[config.mk]
export PLATFORM = sky130hd
export DESIGN_NAME = operand_select_stage_flat
export DESIGN_NICKNAME = d
export VERILOG_FILES = /design/src/rtl/operand_select_stage_pkg.sv /design/src/rtl/operand_select_stage_if.sv /design/src/rtl/operand_select_stage_fwd_select.sv /design/src/rtl/operand_select_stage.sv /design/src/flat_wrapper.sv
export SDC_FILE = /design/constraint.sdc
export NUM_CORES = 1
export LEC_CHECK = 0
export CAP_MARGIN = 0
export CORE_MARGIN = 3
export CORE_UTILIZATION = 49
export DETAILED_ROUTE_END_ITERATION = 6
export GPL_ROUTABILITY_DRIVEN = 0
export PLACE_DENSITY = 0.87
export REMOVE_ABC_BUFFERS = 1
export SKIP_CTS_REPAIR_TIMING = 1
export SYNTH_ARGS = -nofsm -noshare
export SYNTH_HDL_FRONTEND = slang
export SYNTH_HIERARCHICAL = 1
export SYNTH_SLANG_ARGS = --single-unit
[constraint.sdc]
create_clock -name clk -period 8 [get_ports clk]
set_input_delay 1.6 -clock clk [delete_from_list [all_inputs] [get_ports clk]]
set_output_delay 1.6 -clock clk [all_outputs]
set_load 0.02 [all_outputs]
[src/rtl/operand_select_stage_pkg.sv]
// Shared opcode, operand-type and next-PC constants for the operand select stage.
package operand_select_stage_pkg;

  localparam logic [6:0] OPC_LUI    = 7'b0110111;
  localparam logic [6:0] OPC_AUIPC  = 7'b0010111;
  localparam logic [6:0] OPC_JAL    = 7'b1101111;
  localparam logic [6:0] OPC_JALR   = 7'b1100111;
  localparam logic [6:0] OPC_BRANCH = 7'b1100011;
  localparam logic [6:0] OPC_LOAD   = 7'b0000011;
  localparam logic [6:0] OPC_STORE  = 7'b0100011;
  localparam logic [6:0] OPC_OPIMM  = 7'b0010011;
  localparam logic [6:0] OPC_OP     = 7'b0110011;

  typedef enum logic [1:0] {
    OP_TYPE_NONE = 2'd0,
    OP_TYPE_REG  = 2'd1,
    OP_TYPE_IMM  = 2'd2,
    OP_TYPE_PC   = 2'd3
  } op_type_e;

  localparam int NPC_STEP = 4;

  // JALR reads rs1 as its jump base even when the ALU does not use it.
  function automatic logic rs1_needed(input logic [6:0] opc, input logic [1:0] op1_type);
    return (op_type_e'(op1_type) == OP_TYPE_REG) || (opc == OPC_JALR);
  endfunction

  function automatic logic rs2_needed(input logic [1:0] op2_type);
    return op_type_e'(op2_type) == OP_TYPE_REG;
  endfunction

  function automatic logic npc_uses_imm(input logic [6:0] opc);
    return (opc == OPC_JAL) || (opc == OPC_JALR) || (opc == OPC_BRANCH);
  endfunction

endpackage

[src/rtl/operand_select_stage_if.sv]
// Upstream instruction, forwarding, downstream operand and stall-count signals of the stage.
interface operand_select_stage_if #(
  parameter int XLEN       = 32,
  parameter int NUM_FWD    = 2,
  parameter int REG_ADDR_W = 5
) ();

  logic                          in_valid;
  logic                          in_ready;
  logic [6:0]                    opcode;
  logic [1:0]                    op1_type;
  logic [1:0]                    op2_type;
  logic [REG_ADDR_W-1:0]         rs1_addr;
  logic [REG_ADDR_W-1:0]         rs2_addr;
  logic [XLEN-1:0]               rs1_data;
  logic [XLEN-1:0]               rs2_data;
  logic [XLEN-1:0]               imm;
  logic [XLEN-1:0]               pc;

  logic [NUM_FWD-1:0]            fwd_valid;
  logic [NUM_FWD-1:0]            fwd_pending;
  logic [NUM_FWD*REG_ADDR_W-1:0] fwd_rd;
  logic [NUM_FWD*XLEN-1:0]       fwd_data;

  logic                          out_valid;
  logic                          out_ready;
  logic [XLEN-1:0]               alu_op1;
  logic [XLEN-1:0]               alu_op2;
  logic [XLEN-1:0]               npc_op1;
  logic [XLEN-1:0]               npc_op2;
  logic [15:0]                   stall_cnt;

  modport slave (
    input  in_valid, opcode, op1_type, op2_type, rs1_addr, rs2_addr,
           rs1_data, rs2_data, imm, pc,
           fwd_valid, fwd_pending, fwd_rd, fwd_data, out_ready,
    output in_ready, out_valid, alu_op1, alu_op2, npc_op1, npc_op2, stall_cnt
  );

  modport master (
    output in_valid, opcode, op1_type, op2_type, rs1_addr, rs2_addr,
           rs1_data, rs2_data, imm, pc,
           fwd_valid, fwd_pending, fwd_rd, fwd_data, out_ready,
    input  in_ready, out_valid, alu_op1, alu_op2, npc_op1, npc_op2, stall_cnt
  );

endinterface

[src/rtl/operand_select_stage_fwd_select.sv]
// Combinational priority forwarding match for one source register; lowest source index wins.
// Reports pending when the winning source has not produced its data yet; x0 never matches.
module operand_select_stage_fwd_select #(
  parameter int XLEN       = 32,
  parameter int NUM_FWD    = 2,
  parameter int REG_ADDR_W = 5
) (
  input  logic [REG_ADDR_W-1:0]         addr_i,
  input  logic [XLEN-1:0]               rf_data_i,
  input  logic [NUM_FWD-1:0]            fwd_valid_i,
  input  logic [NUM_FWD-1:0]            fwd_pending_i,
  input  logic [NUM_FWD*REG_ADDR_W-1:0] fwd_rd_i,
  input  logic [NUM_FWD*XLEN-1:0]       fwd_data_i,
  output logic [XLEN-1:0]               data_o,
  output logic                          pending_o
);

  always_comb begin
    data_o    = rf_data_i;
    pending_o = 1'b0;
    // Walk oldest to youngest so the youngest match overwrites last.
    for (int i = NUM_FWD - 1; i >= 0; i--) begin
      if ((fwd_valid_i[i] || fwd_pending_i[i]) &&
          (fwd_rd_i[i*REG_ADDR_W +: REG_ADDR_W] == addr_i)) begin
        pending_o = fwd_pending_i[i];
        data_o    = fwd_pending_i[i] ? rf_data_i : fwd_data_i[i*XLEN +: XLEN];
      end
    end
    if (addr_i == '0) begin
      data_o    = '0;
      pending_o = 1'b0;
    end
  end

endmodule

[src/rtl/operand_select_stage.sv]
// Registered ALU/next-PC operand select with forwarding; 1-cycle accept-to-valid latency.
// Full-throughput valid/ready output register; intake stalls on load-use hazards and flush.
module operand_select_stage
  import operand_select_stage_pkg::*;
#(
  parameter int XLEN       = 32,
  parameter int NUM_FWD    = 2,
  parameter int REG_ADDR_W = 5
) (
  input  logic                    clk,
  input  logic                    rst,
  input  logic                    flush,
  operand_select_stage_if.slave   bus
);

  typedef struct packed {
    logic [XLEN-1:0] alu_op1;
    logic [XLEN-1:0] alu_op2;
    logic [XLEN-1:0] npc_op1;
    logic [XLEN-1:0] npc_op2;
  } ops_t;

  logic [XLEN-1:0] rs1_fwd_dat;
  logic [XLEN-1:0] rs2_fwd_dat;
  logic            rs1_pend;
  logic            rs2_pend;
  logic            hazard;
  logic            in_rdy;
  logic            accept;
  ops_t            ops_new;

  ops_t            ops_q,       ops_d;
  logic            out_vld_q,   out_vld_d;
  logic [15:0]     stall_cnt_q, stall_cnt_d;

  operand_select_stage_fwd_select #(
    .XLEN       (XLEN),
    .NUM_FWD    (NUM_FWD),
    .REG_ADDR_W (REG_ADDR_W)
  ) u_fwd_rs1 (
    .addr_i        (bus.rs1_addr),
    .rf_data_i     (bus.rs1_data),
    .fwd_valid_i   (bus.fwd_valid),
    .fwd_pending_i (bus.fwd_pending),
    .fwd_rd_i      (bus.fwd_rd),
    .fwd_data_i    (bus.fwd_data),
    .data_o        (rs1_fwd_dat),
    .pending_o     (rs1_pend)
  );

  operand_select_stage_fwd_select #(
    .XLEN       (XLEN),
    .NUM_FWD    (NUM_FWD),
    .REG_ADDR_W (REG_ADDR_W)
  ) u_fwd_rs2 (
    .addr_i        (bus.rs2_addr),
    .rf_data_i     (bus.rs2_data),
    .fwd_valid_i   (bus.fwd_valid),
    .fwd_pending_i (bus.fwd_pending),
    .fwd_rd_i      (bus.fwd_rd),
    .fwd_data_i    (bus.fwd_data),
    .data_o        (rs2_fwd_dat),
    .pending_o     (rs2_pend)
  );

  assign hazard = bus.in_valid &&
                  ((rs1_needed(bus.opcode, bus.op1_type) && rs1_pend) ||
                   (rs2_needed(bus.op2_type) && rs2_pend));
  assign in_rdy = (!out_vld_q || bus.out_ready) && !hazard && !flush;
  assign accept = bus.in_valid && in_rdy;

  always_comb begin
    ops_new = '0;
    case (op_type_e'(bus.op1_type))
      OP_TYPE_REG: ops_new.alu_op1 = rs1_fwd_dat;
      OP_TYPE_IMM: ops_new.alu_op1 = bus.imm;
      OP_TYPE_PC:  ops_new.alu_op1 = bus.pc;
      default:     ops_new.alu_op1 = '0;
    endcase
    case (op_type_e'(bus.op2_type))
      OP_TYPE_REG: ops_new.alu_op2 = rs2_fwd_dat;
      OP_TYPE_IMM: ops_new.alu_op2 = bus.imm;
      OP_TYPE_PC:  ops_new.alu_op2 = bus.pc;
      default:     ops_new.alu_op2 = '0;
    endcase
    ops_new.npc_op1 = (bus.opcode == OPC_JALR) ? rs1_fwd_dat : bus.pc;
    ops_new.npc_op2 = npc_uses_imm(bus.opcode) ? bus.imm : XLEN'(NPC_STEP);
  end

  always_comb begin
    ops_d       = ops_q;
    out_vld_d   = out_vld_q;
    stall_cnt_d = stall_cnt_q;
    if (flush) begin
      out_vld_d = 1'b0;
    end else if (accept) begin
      out_vld_d = 1'b1;
      ops_d     = ops_new;
    end else if (bus.out_ready) begin
      out_vld_d = 1'b0;
    end
    if (hazard && !flush && (stall_cnt_q != 16'hFFFF)) begin
      stall_cnt_d = stall_cnt_q + 16'd1;
    end
  end

  always_ff @(posedge clk) begin
    if (rst) begin
      ops_q       <= '0;
      out_vld_q   <= 1'b0;
      stall_cnt_q <= '0;
    end else begin
      ops_q       <= ops_d;
      out_vld_q   <= out_vld_d;
      stall_cnt_q <= stall_cnt_d;
    end
  end

  assign bus.in_ready  = in_rdy;
  assign bus.out_valid = out_vld_q;
  assign bus.alu_op1   = ops_q.alu_op1;
  assign bus.alu_op2   = ops_q.alu_op2;
  assign bus.npc_op1   = ops_q.npc_op1;
  assign bus.npc_op2   = ops_q.npc_op2;
  assign bus.stall_cnt = stall_cnt_q;

endmodule

[src/flat_wrapper.sv]
// flat-port wrapper written by rule: the top's interface ports become plain ports
module operand_select_stage_flat import operand_select_stage_pkg::*;
#(
  parameter int XLEN       = 32,
  parameter int NUM_FWD    = 2,
  parameter int REG_ADDR_W = 5
)
  (clk, rst, flush, bus_in_valid, bus_opcode, bus_op1_type, bus_op2_type, bus_rs1_addr, bus_rs2_addr, bus_rs1_data, bus_rs2_data, bus_imm, bus_pc, bus_fwd_valid, bus_fwd_pending, bus_fwd_rd, bus_fwd_data, bus_out_ready, bus_in_ready, bus_out_valid, bus_alu_op1, bus_alu_op2, bus_npc_op1, bus_npc_op2, bus_stall_cnt);
  operand_select_stage_if #(.XLEN(XLEN), .NUM_FWD(NUM_FWD), .REG_ADDR_W(REG_ADDR_W)) bus_i ();
  input  logic clk;
  input  logic rst;
  input  logic flush;
  input wire logic [$bits(bus_i.in_valid)-1:0] bus_in_valid;
  input wire logic [$bits(bus_i.opcode)-1:0] bus_opcode;
  input wire logic [$bits(bus_i.op1_type)-1:0] bus_op1_type;
  input wire logic [$bits(bus_i.op2_type)-1:0] bus_op2_type;
  input wire logic [$bits(bus_i.rs1_addr)-1:0] bus_rs1_addr;
  input wire logic [$bits(bus_i.rs2_addr)-1:0] bus_rs2_addr;
  input wire logic [$bits(bus_i.rs1_data)-1:0] bus_rs1_data;
  input wire logic [$bits(bus_i.rs2_data)-1:0] bus_rs2_data;
  input wire logic [$bits(bus_i.imm)-1:0] bus_imm;
  input wire logic [$bits(bus_i.pc)-1:0] bus_pc;
  input wire logic [$bits(bus_i.fwd_valid)-1:0] bus_fwd_valid;
  input wire logic [$bits(bus_i.fwd_pending)-1:0] bus_fwd_pending;
  input wire logic [$bits(bus_i.fwd_rd)-1:0] bus_fwd_rd;
  input wire logic [$bits(bus_i.fwd_data)-1:0] bus_fwd_data;
  input wire logic [$bits(bus_i.out_ready)-1:0] bus_out_ready;
  output wire logic [$bits(bus_i.in_ready)-1:0] bus_in_ready;
  output wire logic [$bits(bus_i.out_valid)-1:0] bus_out_valid;
  output wire logic [$bits(bus_i.alu_op1)-1:0] bus_alu_op1;
  output wire logic [$bits(bus_i.alu_op2)-1:0] bus_alu_op2;
  output wire logic [$bits(bus_i.npc_op1)-1:0] bus_npc_op1;
  output wire logic [$bits(bus_i.npc_op2)-1:0] bus_npc_op2;
  output wire logic [$bits(bus_i.stall_cnt)-1:0] bus_stall_cnt;
  assign bus_i.in_valid = bus_in_valid;
  assign bus_i.opcode = bus_opcode;
  assign bus_i.op1_type = bus_op1_type;
  assign bus_i.op2_type = bus_op2_type;
  assign bus_i.rs1_addr = bus_rs1_addr;
  assign bus_i.rs2_addr = bus_rs2_addr;
  assign bus_i.rs1_data = bus_rs1_data;
  assign bus_i.rs2_data = bus_rs2_data;
  assign bus_i.imm = bus_imm;
  assign bus_i.pc = bus_pc;
  assign bus_i.fwd_valid = bus_fwd_valid;
  assign bus_i.fwd_pending = bus_fwd_pending;
  assign bus_i.fwd_rd = bus_fwd_rd;
  assign bus_i.fwd_data = bus_fwd_data;
  assign bus_i.out_ready = bus_out_ready;
  assign bus_in_ready = bus_i.in_ready;
  assign bus_out_valid = bus_i.out_valid;
  assign bus_alu_op1 = bus_i.alu_op1;
  assign bus_alu_op2 = bus_i.alu_op2;
  assign bus_npc_op1 = bus_i.npc_op1;
  assign bus_npc_op2 = bus_i.npc_op2;
  assign bus_stall_cnt = bus_i.stall_cnt;
  operand_select_stage #(.XLEN(XLEN), .NUM_FWD(NUM_FWD), .REG_ADDR_W(REG_ADDR_W)) u_core (.clk(clk), .rst(rst), .flush(flush), .bus(bus_i));
endmodule
==> After elaboration in Yosys (flattened, before gate mapping) <==
Cells that the tools add are included.
{ "word_totals": {"register_bits": 145, "inputBits": 232, "out_inout_bits": 146, "elab_cells": 71} }
{ "classes": {"add_sub_neg": 1, "eq_ne": 14, "mux": 22, "n_bitwise": 1, "reduce_logical": 27} }
{ "op_table": {"columns": ["operator", "n"], "rows": [
  ["$mux 32", 12],
  ["$pmux 32 s3", 2],
  ["$eq 7x7->1 const B", 3],
  ["$eq 5x5->1", 4],
  ["$add 16x1->16 const B", 1],
  ["$ne 16x16->1 const B", 1],
  ["$logic_and 1x1->1", 12],
  ["$logic_not 5->1", 2],
  ["$eq 2x2->1 const B", 4],
  ["$mux 1", 8],
  ["$logic_or 1x1->1", 7],
  ["$eq 2x1->1 const B", 2],
  ["$logic_not 1->1", 3],
  ["$reduce_and 2->1", 1],
  ["$reduce_bool 2->1", 1],
  ["$reduce_or 2->1", 1],
  ["$not 1->1", 1]
]} }

==> Depth between registers and ports, before layout <==
{ "logic_depth": {"depth_word": 13, "mapped_depth": 14, "mapped_depth_nobuf": 9} }

==> Hierarchy <==
Netlist, hierarchy kept.
{ "by_module_without_submodules": {"columns": ["mod", "n_inst", "cells_each", "area_each_um2", "seq_area_each_um2"], "rows": [
  ["operand_select_stage", 1, 769, 6849.1, 2902.8],
  ["operand_select_stage_fwd_select", 2, 235, 1671.6, 0.0]
]} }

==> Worst setup path before layout <==
No wires, ideal clock.
{ "synth_timing": {"path_type": "in2out", "startpoint": "input port bus_rs1_addr[2]", "endpoint": "output port bus_in_ready", "arrival_time_ns": 3.112, "t_required_ns": 6.400, "slack_ns": 3.288, "path_stages": 7, "n_path_buf": 1, "cell_sequence": "or4_1 > nor2_2 > buf_2 > a21oi_1 > o21ai_1 > nand2_1 > a21oi_1"} }
{ "synth_via": {"elab_chain_cells": 11, "word_cells_on_any_way": 14, "classes_between": "eq/ne: 2; mux: 3; reduce/logical: 9"} }
{ "synth_lines": {"columns": ["item", "line_no", "source"], "rows": [
  ["start, declared", "flat_wrapper.sv:17", "input wire logic [$bits(bus_i.rs1_addr)-1:0] bus_rs1_addr;"],
  ["$eq 5x5->1", "operand_select_stage_fwd_select.sv:24", "(fwd_rd_i[i*REG_ADDR_W +: REG_ADDR_W] == addr_i)) begin"],
  ["$logic_and 1x1->1", "operand_select_stage_fwd_select.sv:23", "if ((fwd_valid_i[i] || fwd_pending_i[i]) &&"],
  ["$mux 1 (2 in series)", "operand_select_stage_fwd_select.sv:23", null],
  ["$mux 1 *", "operand_select_stage_fwd_select.sv:29", "if (addr_i == '0) begin"],
  ["net u_core.rs1_pend", "operand_select_stage.sv:25", "logic rs1_pend;"],
  ["$logic_and 1x1->1 *", "operand_select_stage.sv:67", "((rs1_needed(bus.opcode, bus.op1_type) && rs1_pend) ||"],
  ["$logic_or 1x1->1 *", "operand_select_stage.sv:67", null],
  ["$logic_and 1x1->1 *", "operand_select_stage.sv:66", "assign hazard = bus.in_valid &&"],
  ["$logic_not 1->1 *", "operand_select_stage.sv:69", "assign in_rdy = (!out_vld_q || bus.out_ready) && !hazard && !flush;"],
  ["$logic_and 1x1->1 * (2 in series)", "operand_select_stage.sv:69", null],
  ["end, declared", "flat_wrapper.sv:28", "output wire logic [$bits(bus_i.in_ready)-1:0] bus_in_ready;"]
]} }
The timed path passes the listed nets; every way through them passes the cells marked *.

==> Final worst setup path <==
{ "layout_timing": {"startpoint": "input port bus_rs1_addr[1]", "endpoint": "output port bus_in_ready"} }
The elaborated chain is that of the path after synthesis.

==> qor.csv <==
stage,metric,value,unit
clock_network,CTS tree,built,
power,Net Sw Frac,31.3,%
setup_path,Crit path buffers/inverters,2,
detailed_routing,DR WL/cell,23.9,um
run_status,status,"complete, no violations",
place,Buffers on Ports,377,
timing,clock period minus worst slack,6.40,ns
cells_and_area,share of layout cells above drive strength 1,15.0,%
setup_path,worst setup path start,bus_rs1_addr[1],
setup_path,Max stage delay on crit path,0.79,ns
setup_path,WP depth,9,
timing,setup violators final,0,
power,Int Power,1.52,mW
detailed_routing,"wirelength, routed",42900,um
power,Static Leak,4.54,nW
floorplan,Die Ht,150,um
detailed_routing,Via-to-Cell Ratio,6.68,
detailed_routing,Residual DRC,0,
timing,setup TNS,0,ns
setup_path,CP top delay family,buffers and inverters,
global_routing,first-pass GRT wire length,64000,um
setup_path,worst reg2reg path depth,6,
setup_path,Worst path slowest cell,and4_1,
setup_path,Critical Path AT,4.80,ns
detailed_routing,DR pass1 iterations,6,
place,placed wire-length estimate,28500,um
timing,RSZ-0062 raised after global routing,false,
yosys,"Top FF cell, synth",dfxtp_1,
clock_network,Num Clock Sinks,145,
clock_network,clk slew on worst S/H paths,0.06,ns
global_routing,number of global-route vias before repair,11518,
power,P_sw,696,uW
power,Logic pwr share,28.0,%
timing,Clock Skew,0.00765,ns
yosys,Post-Syn Area,0.0102,mm2
setup_path,worst path cell trace,clkdlybuf4s50_1 -> xnor2_1 -> and4_1 -> o211ai_1 -> a21oi_1 -> o21ai_1 -> nand2_1 -> a21oi_1 -> clkdlybuf4s50_1,
power,Power per Cell Area,153,mW/mm2
yosys,"flops & latches, synth",145,
yosys,sequential area share after synthesis,28.5,%
floorplan,Starting Density,50.0,%
setup_path,capturing element type of the critical path,primary output,
power,maximum VDD drop,0.000133,V
setup_path,WS Path Type,in -> out,
clock_network,clk buf depth,2,
global_routing,initial antenna violation count,3,
global_routing,gr ovfl total,0,
timing,Final Hold Viols,0,
cells_and_area,Final Util,71.3,%
power,Overall Power,2.22,mW
detailed_routing,post-route ant nets,0,
yosys,Post-Syn Instances,1239,
global_routing,largest net degree at the start of global routing,108,
floorplan,Ports,378,
clock_network,worst-skew pair later-pin latency,0.42,ns
floorplan,Die X,150,um
setup_path,R2R Setup Slk,5.75,ns
min_path,hold wc startpoint,u_core/bus.npc_op2[19],
min_path,Hold EP,u_core/bus.npc_op2[19],
timing,achievable frequency,156,MHz
clock_network,Root Buffer,clkbuf_16,
min_path,Hold Path Class,reg -> reg,
yosys,unique cell type count in the Yosys netlist,48,
timing,relative slew slack,22.2,%
power,Clock power frac,37.0,%
global_routing,All-Layer GR Usage,35.9,%
cells_and_area,Final Net Count,1743,
yosys,Yosys warning total,6,
floorplan,die area,0.0226,mm2
yosys,asr flop ratio synth,0,%
clock_network,H-tree depth,4,
yosys,Post-synth EDFFs,0,
detailed_routing,DRC violation total after the first TritonRoute iteration,1338,
cells_and_area,area grow syn2layout,42.4,%
setup_path,Crit path required time,6.40,ns
setup_path,worst-path fanout max,18,
setup_path,R2R Path Start,u_core/bus.out_valid,
timing,Slew Limit Fails,0,
timing,Worst Tran Pin Value,1.16,ns
run,MaxCap Viol Count,0,
setup_path,CP Launch Type,primary input,
yosys,Mapped Avg Cell Area,8.23,um2
detailed_routing,vias,11989,
power,part of the power in registers,35.0,%
floorplan,core footprint,0.0204,mm2
setup_path,r2r endpoint,u_core/bus.npc_op2[27],
min_path,WHS Path Cells,2,
timing,Final period util,80.0,%
clock_network,CTS buffer count,17,
floorplan,# rows,52,
[worst max path at each step]
stage / end / slack [ns]
after floorplan: u_core/bus.npc_op1[0] / 0.17
after global placement: bus_in_ready / 1.84
after detailed placement: bus_in_ready / 1.72
after CTS: bus_in_ready / 1.68
after global routing: bus_in_ready / 1.43
final: bus_in_ready / 1.60
[through the flow]
step           instances  hold slack [ns]  setup WS, ns  area (um2)
2_1_floorplan       1089            0.524         0.168        9510
3_3_place_gp        1761            0.438          1.84       13900
3_5_place_dp        1761            0.443          1.72       13900
4_1_cts             1793            0.452          1.68       14500
5_1_grt             1796            0.465          1.43       14500
6_report            1796            0.450          1.60       14500
[power by group through the flow]
stage	sequential, mW	combinational [mW]	clock (mW)
after detailed placement	0.793	0.603	0
final	0.777	0.620	0.821
after global placement	0.792	0.588	0
after CTS	0.777	0.608	0.826
after floorplan	0.833	0.240	0
after global routing	0.781	0.651	0.855
[per-layer routing]
metal	vias up	part of all wire (%)	GRT usage [%]	wire [um]
li1	5313	-	-	-
met1	5617	36	41.7	15600
met2	890	47	59.8	20100
met3	169	11	10.3	4820
met4	0	5.6	19.1	2380
met5	-	0	0	0
[layout make-up]
type	count	area [um2]
Antenna cell	3	7.51
Multi-Input combinational cell	941	6730
Timing Repair Buffer	402	3940
Fill cell	1558	5850
Inverter	3	11.3
Tap cell	270	338
Clock buffer	19	443
Clock inverter	13	149
Sequential cell	145	2900
[sequential cells by signal, indices dropped and copies added (netlist names)]
| signal | flops |
|---|---|
| u_core/bus.alu_op2 | 32 |
| u_core/bus.npc_op1 | 32 |
| u_core/bus.out_valid | 1 |
| u_core/bus.stall_cnt | 16 |
| u_core/bus.npc_op2 | 32 |
| u_core/bus.alu_op1 | 32 |
[worst register-to-register path, delay by kind of cell (launching register included)]
family | cells | cell delay [ns]
buffers and inverters | 1 | 0.81
DFF | 1 | 0.32
and+or+nand+nor | 3 | 0.67
AOI/OAI and AO/OA | 2 | 0.38
[synth_stat cells (3+ instances only)]
| library cell | number | share of area, % |
|---|---|---|
| dfxtp_1 | 145 | 28 |
| nand4_1 | 44 | 2.7 |
| nand2_1 | 43 | 1.6 |
| buf_6 | 4 | 0.44 |
| a221oi_1 | 64 | 5.5 |
| a21oi_1 | 49 | 2.4 |
| or3_1 | 10 | 0.61 |
| o21ai_0 | 52 | 2.6 |
| nor2b_1 | 6 | 0.37 |
| nor3_1 | 129 | 6.3 |
| nor2_1 | 99 | 3.6 |
| nand3_1 | 65 | 3.2 |
| o22a_1 | 30 | 2.6 |
| clkbuf_1 | 87 | 3.2 |
| buf_2 | 54 | 2.7 |
| and3_1 | 3 | 0.18 |
| or4_1 | 8 | 0.59 |
| inv_1 | 3 | 0.11 |
| mux2i_1 | 32 | 3.1 |
| a311oi_1 | 14 | 1.2 |
| and4_1 | 4 | 0.34 |
| mux2_2 | 128 | 14 |
| xnor2_1 | 18 | 1.5 |
| o21ai_1 | 21 | 1.0 |
| a211oi_1 | 64 | 4.7 |
| a311oi_2 | 20 | 2.9 |
| o31ai_1 | 6 | 0.44 |
| nand2b_1 | 4 | 0.25 |
| buf_4 | 5 | 0.37 |
[cells by family (layout without fill, tap and decap cells)]
family	after synthesis	after routing	share of synthesized area [%]
DFF	145	145	28.5
AOI/OAI and AO/OA	330	330	24.3
adders and majority gates	1	1	0.123
xor gates and xnor gates	20	20	1.87
muxes	160	160	17.3
other	0	3	0
and+or+nand+nor	430	430	21.2
buffers and inverters	153	437	6.78
[placed cells by master, fill, tap and decap left out, drive strengths merged, types with 3 or more instances in the layout]
master	Yosys	routed
a311oi	34	34
nor3	129	129
buf	63	31
nand3b	3	3
nand2b	4	4
nor2b	6	6
and3	3	3
o31ai	6	6
o22a	30	30
or3	10	10
clkbuf	87	19
diode	0	3
xnor2	20	20
clkinvlp	0	3
nand4	44	44
a21oi	50	50
a211oi	64	64
nor2	101	101
clkdlybuf4s50	0	371
nand3	65	65
and4	4	4
o21ai	73	73
inv	3	8
mux2i	32	32
dfxtp	145	145
or4	8	8
o211ai	3	3
clkinv	0	3
nand2	43	43
mux2	128	128
a221oi	64	64
No activity file was read; power rests on OpenSTA's default activity.
